==> src/rtl/bus_demux_reg_if.sv <==
// Source-to-channel handshake bundle for bus_demux_reg.
// The source drives in_* and out_ready; the block answers with in_ready, channel outputs and drop status.
interface bus_demux_reg_if #(
  parameter int unsigned WIDTH = 8,
  parameter int unsigned NCH   = 16,
  parameter int unsigned SELW  = 4
);
  logic [WIDTH-1:0]     in_data;
  logic [SELW-1:0]      in_sel;
  logic                 in_bcast;
  logic                 in_valid;
  logic                 in_ready;
  logic [NCH*WIDTH-1:0] out_data;
  logic [NCH-1:0]       out_valid;
  logic [NCH-1:0]       out_ready;
  logic                 err_sel;
  logic [7:0]           drop_cnt;

  modport master (
    output in_data, in_sel, in_bcast, in_valid, out_ready,
    input  in_ready, out_data, out_valid, err_sel, drop_cnt
  );

  modport slave (
    input  in_data, in_sel, in_bcast, in_valid, out_ready,
    output in_ready, out_data, out_valid, err_sel, drop_cnt
  );
endinterface

==> src/rtl/bus_demux_reg.sv <==
// One-to-NCH registered demultiplexer with unicast, all-or-nothing broadcast,
// per-channel ready/valid output registers and out-of-range select drop accounting.
module bus_demux_reg #(
  parameter int unsigned WIDTH = 8,
  parameter int unsigned NCH   = 16,
  parameter int unsigned SELW  = 4
) (
  input  logic               clk,
  input  logic               rst_n,
  bus_demux_reg_if.slave     bus
);

  localparam int unsigned DW = NCH * WIDTH;

  logic [NCH-1:0] hit_c;
  logic [NCH-1:0] free_c;
  logic [NCH-1:0] load_c;
  logic           rdy_c;
  logic           acc_c;
  logic           drop_c;

  logic [NCH-1:0] valid_q;
  logic [DW-1:0]  data_q;
  logic           err_q;
  logic [7:0]     cnt_q;

  // Acceptance decode; a channel is free when empty or draining this edge.
  always_comb begin
    hit_c  = '0;
    rdy_c  = 1'b0;
    load_c = '0;
    drop_c = 1'b0;
    for (int unsigned k = 0; k < NCH; k++) begin
      hit_c[k] = (32'(bus.in_sel) == k);
    end
    free_c = ~valid_q | bus.out_ready;
    if (rst_n) begin
      if (bus.in_bcast)  rdy_c = &free_c;
      else if (|hit_c)   rdy_c = |(hit_c & free_c);
      else               rdy_c = 1'b1;
    end
    acc_c = bus.in_valid & rdy_c;
    if (acc_c) begin
      if (bus.in_bcast)  load_c = '1;
      else if (|hit_c)   load_c = hit_c;
      else               drop_c = 1'b1;
    end
  end

  // Channel registers: a load on the draining edge replaces the outgoing word.
  always_ff @(posedge clk) begin
    if (!rst_n) begin
      valid_q <= '0;
      data_q  <= '0;
      err_q   <= 1'b0;
      cnt_q   <= 8'd0;
    end else begin
      for (int unsigned k = 0; k < NCH; k++) begin
        if (load_c[k]) begin
          data_q[k*WIDTH +: WIDTH] <= bus.in_data;
          valid_q[k]               <= 1'b1;
        end else if (bus.out_ready[k]) begin
          valid_q[k] <= 1'b0;
        end
      end
      err_q <= drop_c;
      if (drop_c && (cnt_q != 8'hFF)) cnt_q <= cnt_q + 8'd1;
    end
  end

  assign bus.in_ready  = rdy_c;
  assign bus.out_valid = valid_q;
  assign bus.out_data  = data_q;
  assign bus.err_sel   = err_q;
  assign bus.drop_cnt  = cnt_q;

endmodule

==> src/flat_wrapper.sv <==
// flat-port wrapper written by rule: the top's interface ports become plain ports
module bus_demux_reg_flat 
#(
  parameter int unsigned WIDTH = 8,
  parameter int unsigned NCH   = 16,
  parameter int unsigned SELW  = 4
)
  (clk, rst_n, bus_in_data, bus_in_sel, bus_in_bcast, bus_in_valid, bus_out_ready, bus_in_ready, bus_out_data, bus_out_valid, bus_err_sel, bus_drop_cnt);
  bus_demux_reg_if #(.WIDTH(WIDTH), .NCH(NCH), .SELW(SELW)) bus_i ();
  input  logic clk;
  input  logic rst_n;
  input wire logic [$bits(bus_i.in_data)-1:0] bus_in_data;
  input wire logic [$bits(bus_i.in_sel)-1:0] bus_in_sel;
  input wire logic [$bits(bus_i.in_bcast)-1:0] bus_in_bcast;
  input wire logic [$bits(bus_i.in_valid)-1:0] bus_in_valid;
  input wire logic [$bits(bus_i.out_ready)-1:0] bus_out_ready;
  output wire logic [$bits(bus_i.in_ready)-1:0] bus_in_ready;
  output wire logic [$bits(bus_i.out_data)-1:0] bus_out_data;
  output wire logic [$bits(bus_i.out_valid)-1:0] bus_out_valid;
  output wire logic [$bits(bus_i.err_sel)-1:0] bus_err_sel;
  output wire logic [$bits(bus_i.drop_cnt)-1:0] bus_drop_cnt;
  assign bus_i.in_data = bus_in_data;
  assign bus_i.in_sel = bus_in_sel;
  assign bus_i.in_bcast = bus_in_bcast;
  assign bus_i.in_valid = bus_in_valid;
  assign bus_i.out_ready = bus_out_ready;
  assign bus_in_ready = bus_i.in_ready;
  assign bus_out_data = bus_i.out_data;
  assign bus_out_valid = bus_i.out_valid;
  assign bus_err_sel = bus_i.err_sel;
  assign bus_drop_cnt = bus_i.drop_cnt;
  bus_demux_reg #(.WIDTH(WIDTH), .NCH(NCH), .SELW(SELW)) u_core (.clk(clk), .rst_n(rst_n), .bus(bus_i));
endmodule
==> config.mk <==
export PLATFORM = sky130hd
export DESIGN_NAME = bus_demux_reg_flat
export DESIGN_NICKNAME = d
export VERILOG_FILES = /design/src/rtl/bus_demux_reg_if.sv /design/src/rtl/bus_demux_reg.sv /design/src/flat_wrapper.sv
export SDC_FILE = /design/constraint.sdc
export NUM_CORES = 1
export LEC_CHECK = 0
export ABC_AREA = 0
export CAP_MARGIN = 20
export CORE_UTILIZATION = 40
export DETAILED_ROUTE_END_ITERATION = 7
export MAX_ROUTING_LAYER = met4
export PLACE_DENSITY = 0.7
export SLEW_MARGIN = 30
export SYNTH_ARGS = -nofsm -noshare
export SYNTH_HDL_FRONTEND = slang
export SYNTH_SLANG_ARGS = --single-unit
==> constraint.sdc <==
create_clock -name clk -period 2.6 [get_ports clk]
set_input_delay 0.52 -clock clk [delete_from_list [all_inputs] [get_ports clk]]
set_output_delay 0.52 -clock clk [all_outputs]
set_load 0.05 [all_outputs]
==> results of run 1 <==
registers in the layout, summed over array words and instances (netlist names):
register	flops
u_core.bus.out_valid	16
u_core.bus.drop_cnt	8
u_core.bus.out_data	128
u_core.bus.err_sel	1
cell type report:
| class | count | area (µm²) | share of cell area |
|---|---|---|---|
| Timing Repair Buffer | 253 | 2500 | 0.275 |
| Sequential cell | 153 | 3070 | 0.338 |
| Inverter | 2 | 7.51 | 0.000826 |
| Tap cell | 184 | 230 | 0.0253 |
| Clock inverter | 7 | 70.1 | 0.00771 |
| Clock buffer | 24 | 472 | 0.0519 |
| Multi-Input combinational cell | 377 | 2740 | 0.302 |
critical path, cell delays in order:
cell and delay, ns:
clkdlybuf4s50_1 0.42, nor2b_2 0.17, mux4_2 0.27, nor3b_2 0.05, or4_1 0.47, and3_4 0.18
buf_8 0.14
synthesized netlist by cell type (all sizes together):
master and number:
nor3b 4, a221o 1, mux2i 128, nand2b 4, o22ai 1, o41ai 1
a2111o 1, nor3 2, clkbuf 27, nand4bb 1, dfxtp 153, nor4 4
a21oi 17, or4 1, conb 1, or2 1, a222oi 1, and3 2
a211o 1, and2 10, nor2 4, and2b 1, nand2 150, a211oi 1
a2111oi 1, mux4 1, nor2b 17, inv 2, buf 22, nand4 5
o21a 16
routing by layer:
metal	share of wire	GRT usage	up-vias	wire length (µm)
li1	-	-	2395	-
met1	0.43	0.275	2433	7600
met2	0.49	0.381	146	8530
met3	0.050	0.0623	29	879
met4	0.028	0.106	0	482
met5	0	-	-	0
cells by family after synthesis:
| logic type | count (synthesis) | synth area share |
|---|---|---|
| buffers and inverters | 51 | 0.0498 |
| AOI/OAI and AO/OA | 41 | 0.0690 |
| DFF | 153 | 0.510 |
| other | 1 | 0.000625 |
| muxes | 129 | 0.217 |
| and+or+nand+nor | 206 | 0.153 |
layout by cell type (no fill, tap or decap), types with 3 or more instances in the layout:
master,netlist,final
nand2_1,150,150
clkinv_2,0,3
buf_12,0,11
clkbuf_16,0,17
clkdlybuf4s15_1,0,4
o21a_1,16,16
nor2b_1,17,8
and2_1,10,10
buf_4,1,57
a21oi_4,10,10
clkbuf_1,27,5
nor2_1,4,4
nand4_1,5,5
dlygate4sd2_1,0,5
dfxtp_2,0,4
a21oi_1,7,7
dfxtp_1,153,149
nor2b_2,0,7
mux2i_1,128,128
clkdlybuf4s50_1,0,171
worst min-delay path by stage:
stage	to	slack (ns)	cells after the start
after global placement	u_core.bus.out_data[6]	0.44	2
after floorplan	u_core.bus.out_data[56]	0.67	2
after detailed placement	u_core.bus.out_data[112]	0.45	2
after CTS	u_core.bus.out_data[77]	0.46	2
final	u_core.bus.out_data[77]	0.46	2
after global routing	u_core.bus.out_data[34]	0.47	2
power groups by stage:
stage          Clock, mW  Combinational [mW]  Sequential, mW
5_1_grt             2.43                1.11            2.50
2_1_floorplan          0               0.346            2.84
4_1_cts             2.31                1.05            2.49
3_3_place_gp           0                1.02            2.54
6_report            2.28                1.06            2.49
3_5_place_dp           0                1.03            2.54
through the flow:
stage	util	setup slack, ns	TNS [ns]	power (mW)
4_1_cts	0.618	-0.133	-0.133	5.86
3_5_place_dp	0.571	-0.561	-63.50	3.57
2_1_floorplan	-	0.00606	0	3.19
5_1_grt	0.623	-0.201	-0.212	6.04
3_3_place_gp	0.571	-0.473	-58.11	3.55
6_report	0.623	-0.153	-0.153	5.83
timing repair:
action / in CTS / in global routing
buffers inserted: 7 / 3
pin swaps: 10 / 9
endpoints found under the setup margin: 126 / 8
gates resized for setup: 46 / 3
==> results.py, run 1 <==
metrics = {
    "yosys": {
        "ys_types": 37,
        "synth_area_per_cell_um2": 10.3,
        "sequential_fraction_of_the_synthesis_area": 0.510,
        "post_synth_inst_count": 581,
        "synth_largest_type_area_fraction": 0.510,
        "syn_area_um2": 6000,
        "synth_largest_area_cell": "dfxtp_1",
        "synth-seq-cells": 153,
        "ys_warn_count": 0,
        "net_count_of_the_mapped_netlist": 613,
        "synth_area_leaders": "dfxtp_1 51%, mux2i_1 21%, nand2_1 9.4%",
    },
    "run_status": {
        "outcome": "finished, violations left",
        "violations": "negative setup slack",
    },
    "power_and_ir_drop": {
        "power.clock.fraction": 0.391,
        "power.net_switching_mw": 1.63,
        "p_int_mw": 4.20,
        "power_per_cell_area_nw_per_um2": 641,
        "seq_power_share": 0.427,
        "leakagePower_nw": 3.27,
        "sw_ratio": 0.279,
        "vdd.ir_drop.worst_uv": 397,
        "power_frac_comb": 0.182,
    },
    "global_routing": {
        "grt_pass1_wl_um": 27500,
        "grt_pass1_vias": 5074,
        "global_route.usage.total": 0.236,
        "grt_antenna_before_repair": 0,
        "grt_overflow": 0,
        "grt_start_max_net_pins": 90,
    },
    "route": {
        "routed_wire_length_per_instance_um": 17.5,
        "drt-total-wl_um": 17500,
        "drt-pass1-iter-count": 4,
        "remaining_drc_errors": 0,
        "ant_nets": 0,
        "number_of_design_rule_violations_left_by_the_first_detailed_router_iteration": 258,
        "vias": 5003,
        "avgViaCountPerCell": 5.00,
    },
    "clocking": {
        "ctsRootBufferMaster": "clkbuf_16",
        "max-clock-path-buffers": 2,
        "numCtsBuffers": 17,
        "quantity_of_hold_fixing_buffers_added_after_cts": 0,
        "clk_transition_reported_paths_ns": 0.06,
        "tritoncts": "yes",
        "numClockSinks": 153,
        "cts-htree-levels": 4,
        "worstSkewPairLatency_ns": 0.42,
    },
    "finish": {
        "fin_area_um2": 9090,
        "antenna-diode-count": 0,
        "nNetsFinal": 836,
        "finish.cell_count_without_fillers": 1000,
        "layout_area_growth_over_synthesis_pct": 51.4,
        "fillCellCount": 1186,
        "drive_gt1_frac": 0.168,
    },
    "run": {
        "timing.max_cap.violations": 0,
    },
    "floorplanning": {
        "core-area_um2": 14600,
        "rows": 44,
        "io_pins": 186,
        "initial_utilization": 0.411,
        "height_of_the_die_um": 124,
        "design.die.area_um2": 15500,
        "die_width_um": 124,
    },
    "critical_path": {
        "worst_r2r_startpoint": "u_core.bus.out_valid[14]",
        "r2r.worst_path.cells": 9,
        "cp-end-kind": "output pin",
        "endpoint": "bus_in_ready",
        "timing.critical_path.fanout_max": 2,
        "setup.worst_path.start_class": "input port",
        "critPathKind": "input port to output pin",
        "critPathArrivalTime_ns": 2.23,
        "timing.reg2reg.setup_slack_ns": 0.16,
        "cp_required_ns": 2.08,
        "crit_path_start": "bus_out_ready[13]",
        "r2r-end": "u_core.bus.out_data[71]",
    },
    "timing": {
        "final_critical_path_setup_slack_ns": -0.153,
        "final-hold-violation-count": 0,
        "worst_hold_slack_ns": 0.456,
        "slew_headroom": 0.408,
        "report.final.setup_viol": 1,
        "max_clock_freq_mhz": 363,
        "grt_setup_unrepaired": "yes",
        "max_slew.worst_pin.slew_ns": 0.888,
        "final_max_slew_viol_count": 0,
        "layout_min_cycle_time_ns": 2.75,
        "period_share": 1.06,
        "clock_skew_ns": 0.00644,
    },
    "placed_design": {
        "placed_instance_area_um2": 8330,
        "routabilityCongestion": 0.883,
        "place.detailed.instances": 959,
        "port-buffer-count": 185,
        "detailed_place_hpwl_um": 12200,
    },
    "min_path": {
        "min_from": "u_core.bus.out_data[77]",
        "timing.hold.worst.class": "flop to flop",
    },
}
Note: power is estimated with default switching activity, not from simulation.
==> inputs of run 2 (changes only) <==
==> constraint.sdc (replaced) <==
create_clock -name clk -period 3.25 [get_ports clk]
set_input_delay 0.65 -clock clk [delete_from_list [all_inputs] [get_ports clk]]
set_output_delay 0.65 -clock clk [all_outputs]
set_load 0.05 [all_outputs]
==> results.py, run 2 (synthesized netlist as in run 1, its figures left out) <==
metrics = {
    "floorplanning": {
        "initial_utilization": 0.411,
        "die_width_um": 124,
        "design.die.area_um2": 15500,
        "height_of_the_die_um": 124,
        "core-area_um2": 14600,
        "rows": 44,
        "io_pins": 186,
    },
    "critical_path": {
        "cp-end-kind": "output pin",
        "critical_path.cell_chain": "clkdlybuf4s50_1, nor2b_1, o22ai_1, a221o_1, or4_1, and3_4, buf_6",
        "critical_path.top_delay_family": "simple AND/OR/NAND/NOR gates",
        "critPathSlowestCell": "or4_1",
        "slowest_delay_ns": 0.47,
        "timing.critical_path.fanout_max": 2,
        "worst-path-buf-inv": 2,
        "timing.reg2reg.setup_slack_ns": 0.71,
        "cp_required_ns": 2.60,
        "critPathKind": "input port to output pin",
        "setup.worst_path.start_class": "input port",
        "critPathArrivalTime_ns": 2.49,
    },
    "timing": {
        "layout_min_cycle_time_ns": 3.14,
        "final-hold-violation-count": 0,
        "final_max_slew_viol_count": 0,
        "report.final.setup_viol": 0,
        "max_clock_freq_mhz": 318,
        "worst_hold_slack_ns": 0.455,
        "period_share": 0.966,
        "grt_setup_unrepaired": "no",
        "clock_skew_ns": 0.00628,
        "slew_headroom": 0.438,
        "max_slew.worst_pin.slew_ns": 0.843,
    },
    "placed_design": {
        "detailed_place_hpwl_um": 11700,
        "routabilityCongestion": 0.840,
        "port-buffer-count": 185,
    },
    "clocking": {
        "max-clock-path-buffers": 2,
        "cts-htree-levels": 4,
        "numClockSinks": 153,
        "cts_post_setup_buffers_inserted": 0,
        "quantity_of_hold_fixing_buffers_added_after_cts": 0,
        "numCtsBuffers": 17,
        "tritoncts": "yes",
        "ctsRootBufferMaster": "clkbuf_16",
        "clk_transition_reported_paths_ns": 0.06,
        "worstSkewPairLatency_ns": 0.41,
    },
    "route": {
        "vias": 4806,
        "drt-pass1-iter-count": 4,
        "routed_wire_length_per_instance_um": 17.4,
        "ant_nets": 0,
        "remaining_drc_errors": 0,
        "number_of_design_rule_violations_left_by_the_first_detailed_router_iteration": 275,
        "avgViaCountPerCell": 4.97,
        "drt-total-wl_um": 16800,
    },
    "global_routing": {
        "grt_antenna_before_repair": 0,
        "grt_start_max_net_pins": 88,
        "global_route.usage.total": 0.225,
        "grt_pass1_wl_um": 26400,
        "grt_pass1_vias": 4906,
        "grt_overflow": 0,
    },
    "finish": {
        "most_common_cell_after_layout_fill_and_taps_aside": "clkdlybuf4s50_1",
        "final_design_utilization": 0.596,
        "fillCellCount": 1218,
        "layout_area_growth_over_synthesis_pct": 44.9,
        "drive_gt1_frac": 0.106,
        "antenna-diode-count": 0,
        "nNetsFinal": 802,
        "layout_common_cells": "177 x clkdlybuf4s50_1, 153 x dfxtp_1, 150 x nand2_1, 128 x mux2i_1, 32 x buf_4",
        "largest_register_ffs": 128,
    },
    "run_status": {
        "outcome": "complete, no violations",
    },
    "power_and_ir_drop": {
        "vdd.ir_drop.worst_uv": 337,
        "power_per_cell_area_nw_per_um2": 549,
        "leakagePower_nw": 3.09,
    },
    "run": {
        "timing.max_cap.violations": 0,
    },
    "min_path": {
        "timing.hold.worst.class": "flop to flop",
    },
}
-- run 2: changes by cell type in the layout (fill, tap and decap cells not counted), sizes merged --
cell           change
clkdlybuf4s15      -6
buf               -35
clkinvlp           +2
clkdlybuf4s50      +6
bufinv             +2
dlymetal6s2s       +3
dlygate4sd2        -2
inv                +1
clkinv             -1
clkbuf             -3
-- run 2: area by class of cell --
type / instances / area (µm²) / share of cell area
inverters: 2 / 7.51 / 0.000863
flip-flops and latches: 153 / 3060 / 0.352
clock inverters: 11 / 145 / 0.0167
repair buffers: 219 / 2150 / 0.247
multi-input cells: 377 / 2650 / 0.305
clock buffers: 21 / 450 / 0.0518
well taps: 184 / 230 / 0.0265
-- run 2: final timing paths --
kind                            from                 endpoint  cells after the start
min reg2reg   u_core.bus.out_data[0]   u_core.bus.out_data[0]                      2
max                 bus_out_ready[4]             bus_in_ready                      7
min           u_core.bus.out_data[0]   u_core.bus.out_data[0]                      2
max reg2reg  u_core.bus.out_valid[1]  u_core.bus.out_data[27]                      9
-- run 2: metrics by stage --
step	area [µm²]	setup slack [ns]	setup TNS, ns	instances	total power, mW
2_1_floorplan	6000	0.297	0	581	2.55
3_3_place_gp	8080	-0.109	-0.830	935	2.81
3_5_place_dp	8080	-0.201	-5.77	935	2.82
4_1_cts	8680	0.0207	0	967	4.81
5_1_grt	8700	0.0379	0	967	4.94
6_report	8700	0.110	0	967	4.78
-- run 2: worst register-to-register path, cell delays in order (launching register included) --
cell     delay, ns
dfxtp_1       0.31
nor2b_2       0.17
buf_4         0.13
nor4_1        0.35
nand4_1       0.19
or2_2         0.34
buf_12        0.18
a21oi_1       0.31
buf_4         0.26
mux2i_1       0.21
-- run 2: per-layer routing --
metal	routed length, µm	track usage	vias to the layer above
li1	-	-	2316
met1	7420	0.260	2295
met2	7980	0.362	175
met3	1020	0.0726	20
met4	364	0.0879	0
met5	0	-	-
-- run 2: power breakdown --
group          total [mW]  switching, mW  internal [mW]
Combinational       0.796          0.511          0.285
Clock                1.99          0.764           1.23
Sequential           1.99         0.0395           1.95
-- run 2: what timing repair did --
| item | in CTS | in global routing |
|---|---|---|
| pin swaps | 0 | 6 |
| gates resized for setup | 6 | 4 |
| setup endpoints to repair | 1 | 1 |
==> inputs of run 3 (changes only) <==
--- a/config.mk
+++ b/config.mk
@@ -7,11 +7,11 @@
 export LEC_CHECK = 0
 export ABC_AREA = 0
 export CAP_MARGIN = 20
-export CORE_UTILIZATION = 40
+export CORE_UTILIZATION = 50
 export DETAILED_ROUTE_END_ITERATION = 7
 export MAX_ROUTING_LAYER = met4
-export PLACE_DENSITY = 0.7
-export SLEW_MARGIN = 30
+export PLACE_DENSITY = 0.85
+export SLEW_MARGIN = 20
 export SYNTH_ARGS = -nofsm -noshare
 export SYNTH_HDL_FRONTEND = slang
 export SYNTH_SLANG_ARGS = --single-unit
==> results.py, run 3 (synthesized netlist as in run 1, its figures left out) <==
metrics = {
    "finish": {
        "layout_common_cells": "176 x clkdlybuf4s50_1, 153 x dfxtp_1, 150 x nand2_1, 128 x mux2i_1, 31 x buf_4",
        "antenna-diode-count": 0,
        "largest_register_ffs": 128,
        "drive_gt1_frac": 0.123,
        "nNetsFinal": 810,
        "fin_area_um2": 8880,
        "finish.cell_count_without_fillers": 934,
        "fillCellCount": 778,
        "most_common_cell_after_layout_fill_and_taps_aside": "clkdlybuf4s50_1",
        "layout_area_growth_over_synthesis_pct": 47.9,
    },
    "critical_path": {
        "timing.critical_path.fanout_max": 2,
        "critPathArrivalTime_ns": 2.59,
        "critical_path.cell_chain": "clkdlybuf4s50_1, nand2b_1, a222oi_1, a2111oi_4, or4_1, and3_4, buf_8",
        "critPathKind": "input port to output pin",
        "setup.worst_path.start_class": "input port",
        "critPathSlowestCell": "or4_1",
        "cp_required_ns": 2.60,
        "crit_path_start": "bus_out_ready[3]",
        "worst_r2r_startpoint": "u_core.bus.out_valid[1]",
        "slowest_delay_ns": 0.55,
        "cp-end-kind": "output pin",
    },
    "global_routing": {
        "grt_antenna_before_repair": 0,
        "grt_start_max_net_pins": 93,
        "global_route.usage.total": 0.288,
        "grt_pass1_wl_um": 26800,
        "grt_overflow": 0,
        "grt_pass1_vias": 5165,
    },
    "placed_design": {
        "routabilityCongestion": 0.950,
        "place.detailed.instances": 901,
        "placed_instance_area_um2": 8190,
        "port-buffer-count": 185,
        "detailed_place_hpwl_um": 11600,
    },
    "floorplanning": {
        "design.die.area_um2": 12400,
        "initial_utilization": 0.519,
        "die_width_um": 112,
        "core-area_um2": 11600,
        "height_of_the_die_um": 112,
        "rows": 39,
        "io_pins": 186,
    },
    "power_and_ir_drop": {
        "power_per_cell_area_nw_per_um2": 552,
        "vdd.ir_drop.worst_uv": 445,
        "leakagePower_nw": 3.20,
    },
    "route": {
        "drt-pass1-iter-count": 8,
        "vias": 4954,
        "drt-total-wl_um": 17000,
        "ant_nets": 0,
        "avgViaCountPerCell": 5.30,
        "routed_wire_length_per_instance_um": 18.1,
        "remaining_drc_errors": 13,
        "number_of_design_rule_violations_left_by_the_first_detailed_router_iteration": 294,
    },
    "clocking": {
        "max-clock-path-buffers": 2,
        "numCtsBuffers": 17,
        "worstSkewPairLatency_ns": 0.42,
        "cts-htree-levels": 4,
        "ctsRootBufferMaster": "clkbuf_16",
        "tritoncts": "yes",
        "numClockSinks": 153,
        "clk_transition_reported_paths_ns": 0.06,
    },
    "timing": {
        "max_clock_freq_mhz": 308,
        "layout_min_cycle_time_ns": 3.24,
        "final_max_slew_viol_count": 0,
        "clock_skew_ns": 0.00787,
        "final-hold-violation-count": 0,
        "max_slew.worst_pin.slew_ns": 0.896,
        "slew_headroom": 0.403,
        "report.final.setup_viol": 0,
        "period_share": 0.998,
    },
    "run_status": {
        "violations": "design-rule violations",
        "outcome": "finished, violations left",
    },
    "min_path": {
        "timing.hold.worst.class": "flop to flop",
        "min_from": "u_core.bus.out_data[63]",
    },
    "run": {
        "timing.max_cap.violations": 0,
    },
}
[run 3: worst paths after layout]
| check | end | slack, ns | cells past startpoint |
|---|---|---|---|
| max | bus_in_ready | 0.005 | 7 |
| min | u_core.bus.out_data[63] | 0.46 | 2 |
| max reg2reg | u_core.bus.out_data[10] | 0.79 | 9 |
| min reg2reg | u_core.bus.out_data[63] | 0.46 | 2 |
[run 3: cell type report]
cell class / instances / area [µm²] / share of cell area
clock inverters: 12 / 170 / 0.0192
repair buffers: 227 / 2320 / 0.262
flip-flops and latches: 153 / 3060 / 0.345
multi-input cells: 377 / 2680 / 0.302
well taps: 143 / 179 / 0.0202
inverters: 2 / 7.51 / 0.000846
clock buffers: 20 / 457 / 0.0514
[run 3: report_power, final]
group | leakage, nW | switching [mW] | internal, mW
logic | 1.65 | 0.519 | 0.310
clock network | 0.310 | 0.755 | 1.32
registers | 1.24 | 0.0412 | 1.95
total | 3.20 | 1.32 | 3.58
[run 3: through the flow]
step,power (mW),utilization,TNS [ns],hold slack [ns],worst slack [ns]
floorplan,2.55,-,0,0.673,0.297
global placement,2.83,0.709,-0.0779,0.441,-0.0779
detailed placement,2.85,0.709,-0.993,0.447,-0.139
CTS,4.91,0.763,0,0.457,0.00237
global route,5.05,0.768,-0.0140,0.473,-0.0140
finish,4.90,0.768,0,0.457,0.00527
[run 3: what timing repair did]
action	in CTS	in global routing
buffers inserted	0	1
gates resized for setup	6	12
setup endpoints to repair	1	1
pin swaps	1	4
hold buffers	0	0
gates cloned	0	0
[run 3: critical path, delay by kind of cell]
family | cells | cell delay [ns]
and+or+nand+nor | 3 | 0.90
buffers and inverters | 2 | 0.58
AOI/OAI and AO/OA | 2 | 0.46
[run 3: per-layer routing]
layer / GRT usage / part of all wire
met3: 0.0953 / 0.067
met5: - / 0
met1: 0.324 / 0.42
met4: 0.0991 / 0.022
met2: 0.478 / 0.49
